$ cat config.mk
export PLATFORM = sky130hd
export DESIGN_NAME = fifo_rr_arbiter
export DESIGN_NICKNAME = d
export VERILOG_FILES = /design/src/rtl/fifo_rr_arbiter.sv
export SDC_FILE = /design/constraint.sdc
export NUM_CORES = 1
export LEC_CHECK = 0
export BUFFER_PORTS_ARGS = -buffer_cell sky130_fd_sc_hd__clkbuf_2
export CAP_MARGIN = 20
export CORE_ASPECT_RATIO = 1.4
export CORE_MARGIN = 1
export CORE_UTILIZATION = 45
export CTS_CLUSTER_DIAMETER = 60
export DETAILED_ROUTE_END_ITERATION = 8
export GPL_TIMING_DRIVEN = 0
export HOLD_SLACK_MARGIN = 0.15
export PLACE_DENSITY = 0.86
export RECOVER_POWER = 25
export SYNTH_ARGS = -nofsm -noshare
export SYNTH_HDL_FRONTEND = slang
export SYNTH_SLANG_ARGS = --single-unit
$ cat constraint.sdc
create_clock -name clk -period 3.8 [get_ports clk]
set_input_delay 0.57 -clock clk [delete_from_list [all_inputs] [get_ports clk]]
set_output_delay 0.57 -clock clk [all_outputs]
set_load 0.1 [all_outputs]
$ cat src/rtl/fifo_rr_arbiter.sv
// Round-robin arbiter with burst hold feeding a one-entry registered ready/valid output.
// Optional per-requester saturating grant counters: define FIFO_RR_ARBITER_GRANT_CTR_EN.
module fifo_rr_arbiter #(
  parameter int N_REQS     = 4,
  parameter int DATA_WIDTH = 32,
  parameter int BURST_LEN  = 1,
  localparam int SRC_WIDTH   = $clog2(N_REQS),
  localparam int BURST_WIDTH = $clog2(BURST_LEN + 1)
) (
  input  logic                                clk,
  input  logic                                rst_aH,
  input  logic [N_REQS-1:0]                   req_valid,
  input  logic [N_REQS-1:0][DATA_WIDTH-1:0]   req_data,
  output logic [N_REQS-1:0]                   req_ready,
  output logic                                out_valid,
  output logic [DATA_WIDTH-1:0]               out_data,
  output logic [SRC_WIDTH-1:0]                out_src,
  input  logic                                out_ready
`ifdef FIFO_RR_ARBITER_GRANT_CTR_EN
  ,
  input  logic                                grant_cnt_clr,
  output logic [N_REQS-1:0][15:0]             grant_cnt
`endif
);

  logic [SRC_WIDTH-1:0]   ptr, owner, win, idx;
  logic [SRC_WIDTH-1:0]   ptr_nxt, owner_nxt;
  logic [BURST_WIDTH-1:0] burst_cnt, cnt_nxt;
  logic                   has_win, hold, slot_free, xfer;

  function automatic logic [SRC_WIDTH-1:0] next_idx(input logic [SRC_WIDTH-1:0] x);
    return (int'(x) == N_REQS - 1) ? '0 : x + SRC_WIDTH'(1);
  endfunction

  assign slot_free = ~out_valid | out_ready;

  always_comb begin
    hold    = (burst_cnt != '0) && (int'(burst_cnt) < BURST_LEN) && req_valid[owner];
    win     = '0;
    idx     = '0;
    has_win = 1'b0;
    if (hold) begin
      win     = owner;
      has_win = 1'b1;
    end else begin
      for (int k = 0; k < N_REQS; k++) begin
        idx = SRC_WIDTH'((int'(ptr) + k) % N_REQS);
        if (!has_win && req_valid[idx]) begin
          win     = idx;
          has_win = 1'b1;
        end
      end
    end
  end

  assign xfer      = has_win & slot_free & ~rst_aH;
  assign req_ready = xfer ? (N_REQS'(1) << win) : '0;

  // A transfer from another requester starts a fresh burst; the break still rotates ptr past the old owner.
  always_comb begin
    ptr_nxt   = ptr;
    owner_nxt = owner;
    cnt_nxt   = burst_cnt;
    if ((burst_cnt != '0) && !(xfer && (win == owner))) begin
      ptr_nxt = next_idx(owner);
      cnt_nxt = '0;
    end
    if (xfer) begin
      if ((win == owner) && (burst_cnt != '0)) begin
        cnt_nxt = burst_cnt + BURST_WIDTH'(1);
      end else begin
        owner_nxt = win;
        cnt_nxt   = BURST_WIDTH'(1);
      end
      if (int'(cnt_nxt) == BURST_LEN) begin
        ptr_nxt = next_idx(win);
        cnt_nxt = '0;
      end
    end
  end

  always_ff @(posedge clk or posedge rst_aH) begin
    if (rst_aH) begin
      out_valid <= 1'b0;
      out_data  <= '0;
      out_src   <= '0;
      ptr       <= '0;
      owner     <= '0;
      burst_cnt <= '0;
    end else if (slot_free) begin
      if (xfer) begin
        out_valid <= 1'b1;
        out_data  <= req_data[win];
        out_src   <= win;
      end else begin
        out_valid <= 1'b0;
      end
      ptr       <= ptr_nxt;
      owner     <= owner_nxt;
      burst_cnt <= cnt_nxt;
    end
  end

`ifdef FIFO_RR_ARBITER_GRANT_CTR_EN
  always_ff @(posedge clk or posedge rst_aH) begin
    if (rst_aH) begin
      grant_cnt <= '0;
    end else if (grant_cnt_clr) begin
      grant_cnt <= '0;
    end else if (xfer && (grant_cnt[win] != 16'hFFFF)) begin
      grant_cnt[win] <= grant_cnt[win] + 16'd1;
    end
  end
`endif

endmodule
==> results.json, run 1 <==
{
  "worst_ep_arrival_time_ps": 2830,
  "cp-start-kind": "input pin",
  "die_area_sq_um": 5970,
  "synth.mux.area_fraction": 0,
  "synth_top_family_by_area": "compound AO/OA/AOI/OAI gates",
  "fin_skew_ps": 9.21,
  "dr.pass1.iters": 5,
  "top_usage_layer": "met2",
  "yosys.area_share.adder": 0,
  "clkLatencyLatePin_ps": 290,
  "path_clk_slew_ps": 80,
  "grt_overflow_total": 0,
  "holdPathStages": 2,
  "wl_per_cell_um": 16.5,
  "setup_tns_ps": 0,
  "die_y_um": 91,
  "fin_crit_ps": 3400,
  "path_cells": "clkbuf_1, a21o_1, a21boi_1, o21ai_0, clkbuf_1, and3_1, clkbuf_2",
  "num_rows": 32,
  "syn_area_sq_um": 2550,
  "clock-root-buffer": "clkbuf_8",
  "area_delta_synth_final_pct": 41.9,
  "crit_type": "input pin to primary output",
  "synth_area_leader_cell": "dfrtp_1",
  "min-delay-start": "out_src[1]$_DFFE_PP0P_",
  "portBuffers": 173,
  "p_total_mw": 2.47,
  "antenna_found_initial": 0,
  "initial_core_util": 0.464,
  "place_inst": 545,
  "grt_pass1_vias": 3019,
  "vdd_drop_max_mv": 0.352,
  "rsz0062_at_grt": "no",
  "cts.sinks": 37,
  "relSlewSlack": 0.00650,
  "synth-xor-area-share": 0,
  "syn_nets": 439,
  "yosysMostFrequentCell": "nor2_1",
  "cts_hold_buf": 0,
  "p_per_area_nw_per_um2": 682,
  "r2r_cells": 7,
  "synthSimpleGateAreaFrac": 0.177,
  "ctsResizeCount": 0,
  "grt_start_max_net_pins": 38,
  "grt_pass1_wl_mm": 14.3,
  "place_congestion": 0.816,
  "postCtsSetupBuffers": 0,
  "drc_errors": 0,
  "synthFlopType": "dfrtp_1",
  "pin_count": 174,
  "yosys-top-cells-count": "nor2_1, dfrtp_1, a21oi_1, a21boi_1, and3_1",
  "crit_family": "buffers and inverters",
  "slew_violations": 0,
  "synth_edf_count": 0,
  "drt_wl_total_mm": 9.13,
  "cp_max_fo": 10,
  "finalNonFillerCells": 553,
  "ant_nets": 0,
  "worst-path-stages": 7,
  "drv_cap": 1,
  "synth_area_per_cell_sq_um": 8.38,
  "use_met3": 0.0578,
  "setup_viol": 0,
  "max_freq_ghz": 0.294,
  "violations": "capacitance limit",
  "synthCells": 304,
  "cts_tree": "done",
  "use_met2": 0.564,
  "critPathCaptureType": "primary output",
  "worstPathRequired_ps": 3230,
  "cp_common_cell": "clkbuf_1",
  "p_leak_nw": 1.90,
  "holdCritPathClass": "flop to flop",
  "cp_slowest_stage_delay_ps": 760,
  "yosys_warnings": 0,
  "antenna_cells": 0,
  "cp_slowest_cell": "o21ai_0",
  "synth_compound_area_frac": 0.389,
  "outcome": "finished, violations left",
  "yosysSeqAreaShare": 0.364,
  "core_sq_um": 5490,
  "die_w_um": 65.6,
  "grt_util_met1": 0.353,
  "grt_usage": 0.311,
  "clockBufferDepth": 2,
  "cts_made_buffers": 5,
  "ys_seq_elements": 37,
  "yosysUniqueCellTypes": 29,
  "drive_above_1_share": 0.398,
  "drt_iter0_markers": 150,
  "fin_nets": 619,
  "vias": 3188,
  "period_share": 0.895,
  "timing.rr.end": "out_data[27]$_DFFE_PP0P_",
  "async_flop_share": 1.00,
  "rrSetupSlack_ps": 1570,
  "path_buf_inv": 3,
  "yosys.area.top_type_share": 0.364,
  "tightest_slew_ps": 1490,
  "synthTopCellsByArea": "dfrtp_1, a221oi_1, a21boi_1, and3_1, a21oi_1",
  "htree_levels": 2,
  "place_area_sq_um": 3500,
  "detail_route.vias_per_cell": 5.76,
  "fin_area_sq_um": 3610,
  "hold_violations": 0,
  "fin_util": 0.659,
  "dp_hpwl_mm": 6.97,
  "holdPathEnd": "out_src[1]$_DFFE_PP0P_",
  "reg2reg_from": "ptr[1]$_DFFE_PP0P_"
}
-- kinds of logic (layout without fill, tap and decap cells) --
kind of cell	Yosys count	in the layout
compound gates	145	145
simple gates	88	88
buf+inv	34	215
flops	37	37
-- worst max path at each step --
stage               slack [ps]               start      endpoint
floorplan                  300        req_valid[0]  req_ready[3]
global placement           550        req_valid[0]  req_ready[1]
detailed placement         520        req_valid[0]  req_ready[1]
CTS                        440  ptr[1]$_DFFE_PP0P_  req_ready[1]
global route               230        req_valid[1]  req_ready[1]
finish                     400        req_valid[1]  req_ready[1]
-- power by group --
part	internal (mW)	switching (mW)	leakage, nW
logic	0.341	1.20	1.42
registers	0.502	0.0686	0.420
clock network	0.214	0.142	0.0585
-- registers in the layout, summed over array words and instances (netlist names) --
| signal | count |
|---|---|
| out_data | 32 |
| out_src | 2 |
| ptr | 2 |
| out_valid | 1 |
-- per-layer routing --
metal	up-vias	wire [um]
met5	-	0
met4	0	233
met3	21	648
met2	192	4760
met1	1478	3490
li1	1497	-
-- cells in the final DEF, fill, tap and decap left out, drive strengths merged, types with 2 or more instances in the layout --
master,n
a21boi,33
a21oi,35
a221oi,32
and2,3
and3,33
buf,13
clkbuf,198
dfrtp,37
inv,3
nand2,6
nand2b,4
nor2,38
nor2b,2
o21ai,23
o21bai,15
-- area by class of cell --
type	count	area [sq um]
Inverter	3	11.3
Fill cell	509	1870
Multi-Input combinational cell	233	1440
Tap cell	68	85.1
Buffer	31	168
Timing Repair Buffer	173	865
Clock buffer	7	86.3
Clock inverter	1	30.0
Sequential cell	37	926
-- worst register-to-register path, stage by stage, from the launching register on --
cell and delay [ps]:
dfrtp_1 320, buf_2 170, a21o_1 130, a21boi_1 50, o21ai_0 760, clkbuf_1 390, o21bai_1 190, a21oi_1 100
-- metrics by stage --
step           worst slack [ps]  hold WS (ps)
6_report                    400           502
5_1_grt                     231           531
4_1_cts                     440           459
3_5_place_dp                524           484
3_3_place_gp                551           461
2_1_floorplan               303           596
(Power assumes the default switching activity.)
==> run 2: changes to the inputs <==
--- a/config.mk
+++ b/config.mk
@@ -14,8 +14,9 @@
 export DETAILED_ROUTE_END_ITERATION = 8
 export GPL_TIMING_DRIVEN = 0
 export HOLD_SLACK_MARGIN = 0.15
-export PLACE_DENSITY = 0.86
+export PLACE_DENSITY = 0.89
 export RECOVER_POWER = 25
 export SYNTH_ARGS = -nofsm -noshare
 export SYNTH_HDL_FRONTEND = slang
 export SYNTH_SLANG_ARGS = --single-unit
+export TNS_END_PERCENT = 5
==> results.json, run 2 (synthesis results as in run 1) <==
{
  "path_clk_slew_ps": 80,
  "pwr-share-clk": 0.129,
  "min-delay-start": "out_src[1]$_DFFE_PP0P_",
  "postCtsSetupBuffers": 0,
  "multi_input_area_sq_um": 1440,
  "hold_violations": 0,
  "layout_setup_ws_ps": 468,
  "cp-start-kind": "flop",
  "reg_top3": "out_data (32), out_src (2), ptr (2)",
  "antenna_found_initial": 0,
  "cp_max_fo": 10,
  "switching_share": 0.584,
  "layout_commonest_cell": "clkbuf_2",
  "period_share": 0.877,
  "clkLatencyLatePin_ps": 290,
  "reg2reg_from": "ptr[0]$_DFFE_PP0P_",
  "cts_tree": "done",
  "max_freq_ghz": 0.300,
  "worst_ep_arrival_time_ps": 2760,
  "num-fill-cells": 482,
  "setup_tns_ps": 0,
  "drive_above_1_share": 0.400,
  "rsz0062_at_grt": "no",
  "clockBufferDepth": 2,
  "core_sq_um": 5490,
  "largest_register_ffs": 32,
  "clock-root-buffer": "clkbuf_8",
  "holdCritPathClass": "flop to flop",
  "vdd_drop_max_mv": 0.420,
  "slew_violations": 0,
  "top_register": "out_data",
  "dp_slack_ps": 532,
  "p_int_mw": 1.01,
  "tightest_slew_ps": 1470,
  "drv_cap": 1,
  "grt_pass1_wl_mm": 13.9,
  "outcome": "finished, violations left",
  "initial_core_util": 0.464,
  "drt_wl_total_mm": 9.13,
  "worstPathRequired_ps": 3230,
  "highest_layer": "met4",
  "num_rows": 32,
  "grt_overflow_total": 0,
  "fin_util": 0.656,
  "cts_made_buffers": 5,
  "fin_crit_ps": 3330,
  "setup_viol": 0,
  "seqCellArea_sq_um": 926,
  "ctsResizeCount": 0,
  "die_y_um": 91,
  "dp_hpwl_mm": 6.96,
  "antenna_cells": 0,
  "p_leak_nw": 1.89,
  "crit_type": "flop to primary output",
  "htree_levels": 2,
  "portBuffers": 173,
  "die_area_sq_um": 5970,
  "drt_iter0_markers": 155,
  "dr.pass1.iters": 6,
  "relSlewSlack": 0.0178,
  "die_w_um": 65.6,
  "fin_nets": 619,
  "wl_met2_mm": 4.79,
  "fin_skew_ps": 4.71,
  "drc_errors": 1,
  "cts.sinks": 37,
  "grt_pass1_vias": 3004,
  "pwr-share-seq": 0.234,
  "ant_nets": 0,
  "detail_route.vias_per_cell": 5.67,
  "netSwitchingPower_mw": 1.41,
  "drt-met1-wl_mm": 3.59,
  "layout_common_cells": "clkbuf_2, nor2_1, dfrtp_1",
  "pin_count": 174,
  "wl_met3_um": 555,
  "vias": 3134,
  "pwr-share-comb": 0.637,
  "grt_start_max_net_pins": 38,
  "cts_hold_buf": 0,
  "wl_per_cell_um": 16.5,
  "crit_start": "ptr[1]$_DFFE_PP0P_",
  "place_congestion": 0.831,
  "p_per_area_nw_per_um2": 673,
  "violations": "DRC, capacitance limit",
  "area_delta_synth_final_pct": 41.3,
  "critPathCaptureType": "primary output",
  "grt_usage": 0.306
}
==> run 2: changes by cell type in the layout (fill, tap and decap cells not counted) <==
cell / change
clkinv_2: +1
clkbuf_8: +1
bufinv_16: -1
clkbuf_1: -1
==> run 2: layout make-up <==
cell class	count	area share
inverter	3	0.00313
multi-input combinational	233	0.401
timing repair buffer	173	0.240
clock inverter	1	0.00139
clock buffer	7	0.0268
sequential	37	0.257
tap	68	0.0237
buffer	31	0.0466
==> run 2: power by group through the flow <==
stage	Sequential [mW]	Clock (mW)	Combinational (mW)
after floorplan	1.32	0	0.462
after global placement	0.569	0	1.52
after detailed placement	0.572	0	1.54
after CTS	0.564	0.315	1.54
after global routing	0.577	0.334	1.61
final	0.566	0.313	1.54
==> run 2: worst paths after layout <==
check | end | cells past startpoint | slack (ps)
min in group asynchronous | out_data[14]$_DFFE_PP0P_ | 2 | 700
setup reg to reg | out_data[15]$_DFFE_PP0P_ | 6 | 1590
hold reg to reg | out_src[1]$_DFFE_PP0P_ | 2 | 500
setup / recovery | req_ready[1] | 7 | 470
max in group asynchronous | ptr[0]$_DFFE_PP0P_ | 2 | 2240
hold / removal | out_src[1]$_DFFE_PP0P_ | 2 | 500
==> run 2: routing by layer <==
metal	vias to the layer above	global-route usage
met5	-	0
met4	0	0.130
met3	19	0.0603
met2	154	0.546
met1	1462	0.344
li1	1499	-
==> run 2: per-stage QoR <==
stage	std cells	hold slack, ps	power [mW]	area (sq um)
global route	553	521	2.53	3600
CTS	553	467	2.42	3600
finish	553	496	2.42	3600
floorplan	304	596	1.78	2550
detailed placement	545	474	2.11	3500
global placement	545	461	2.09	3500
==> run 2: critical path: stages (launching register included) <==
cell,delay [ps]
dfrtp_1,320
buf_2,170
a21o_1,130
a21boi_1,50
o21ai_0,730
clkbuf_1,390
and3_1,220
clkbuf_2,460
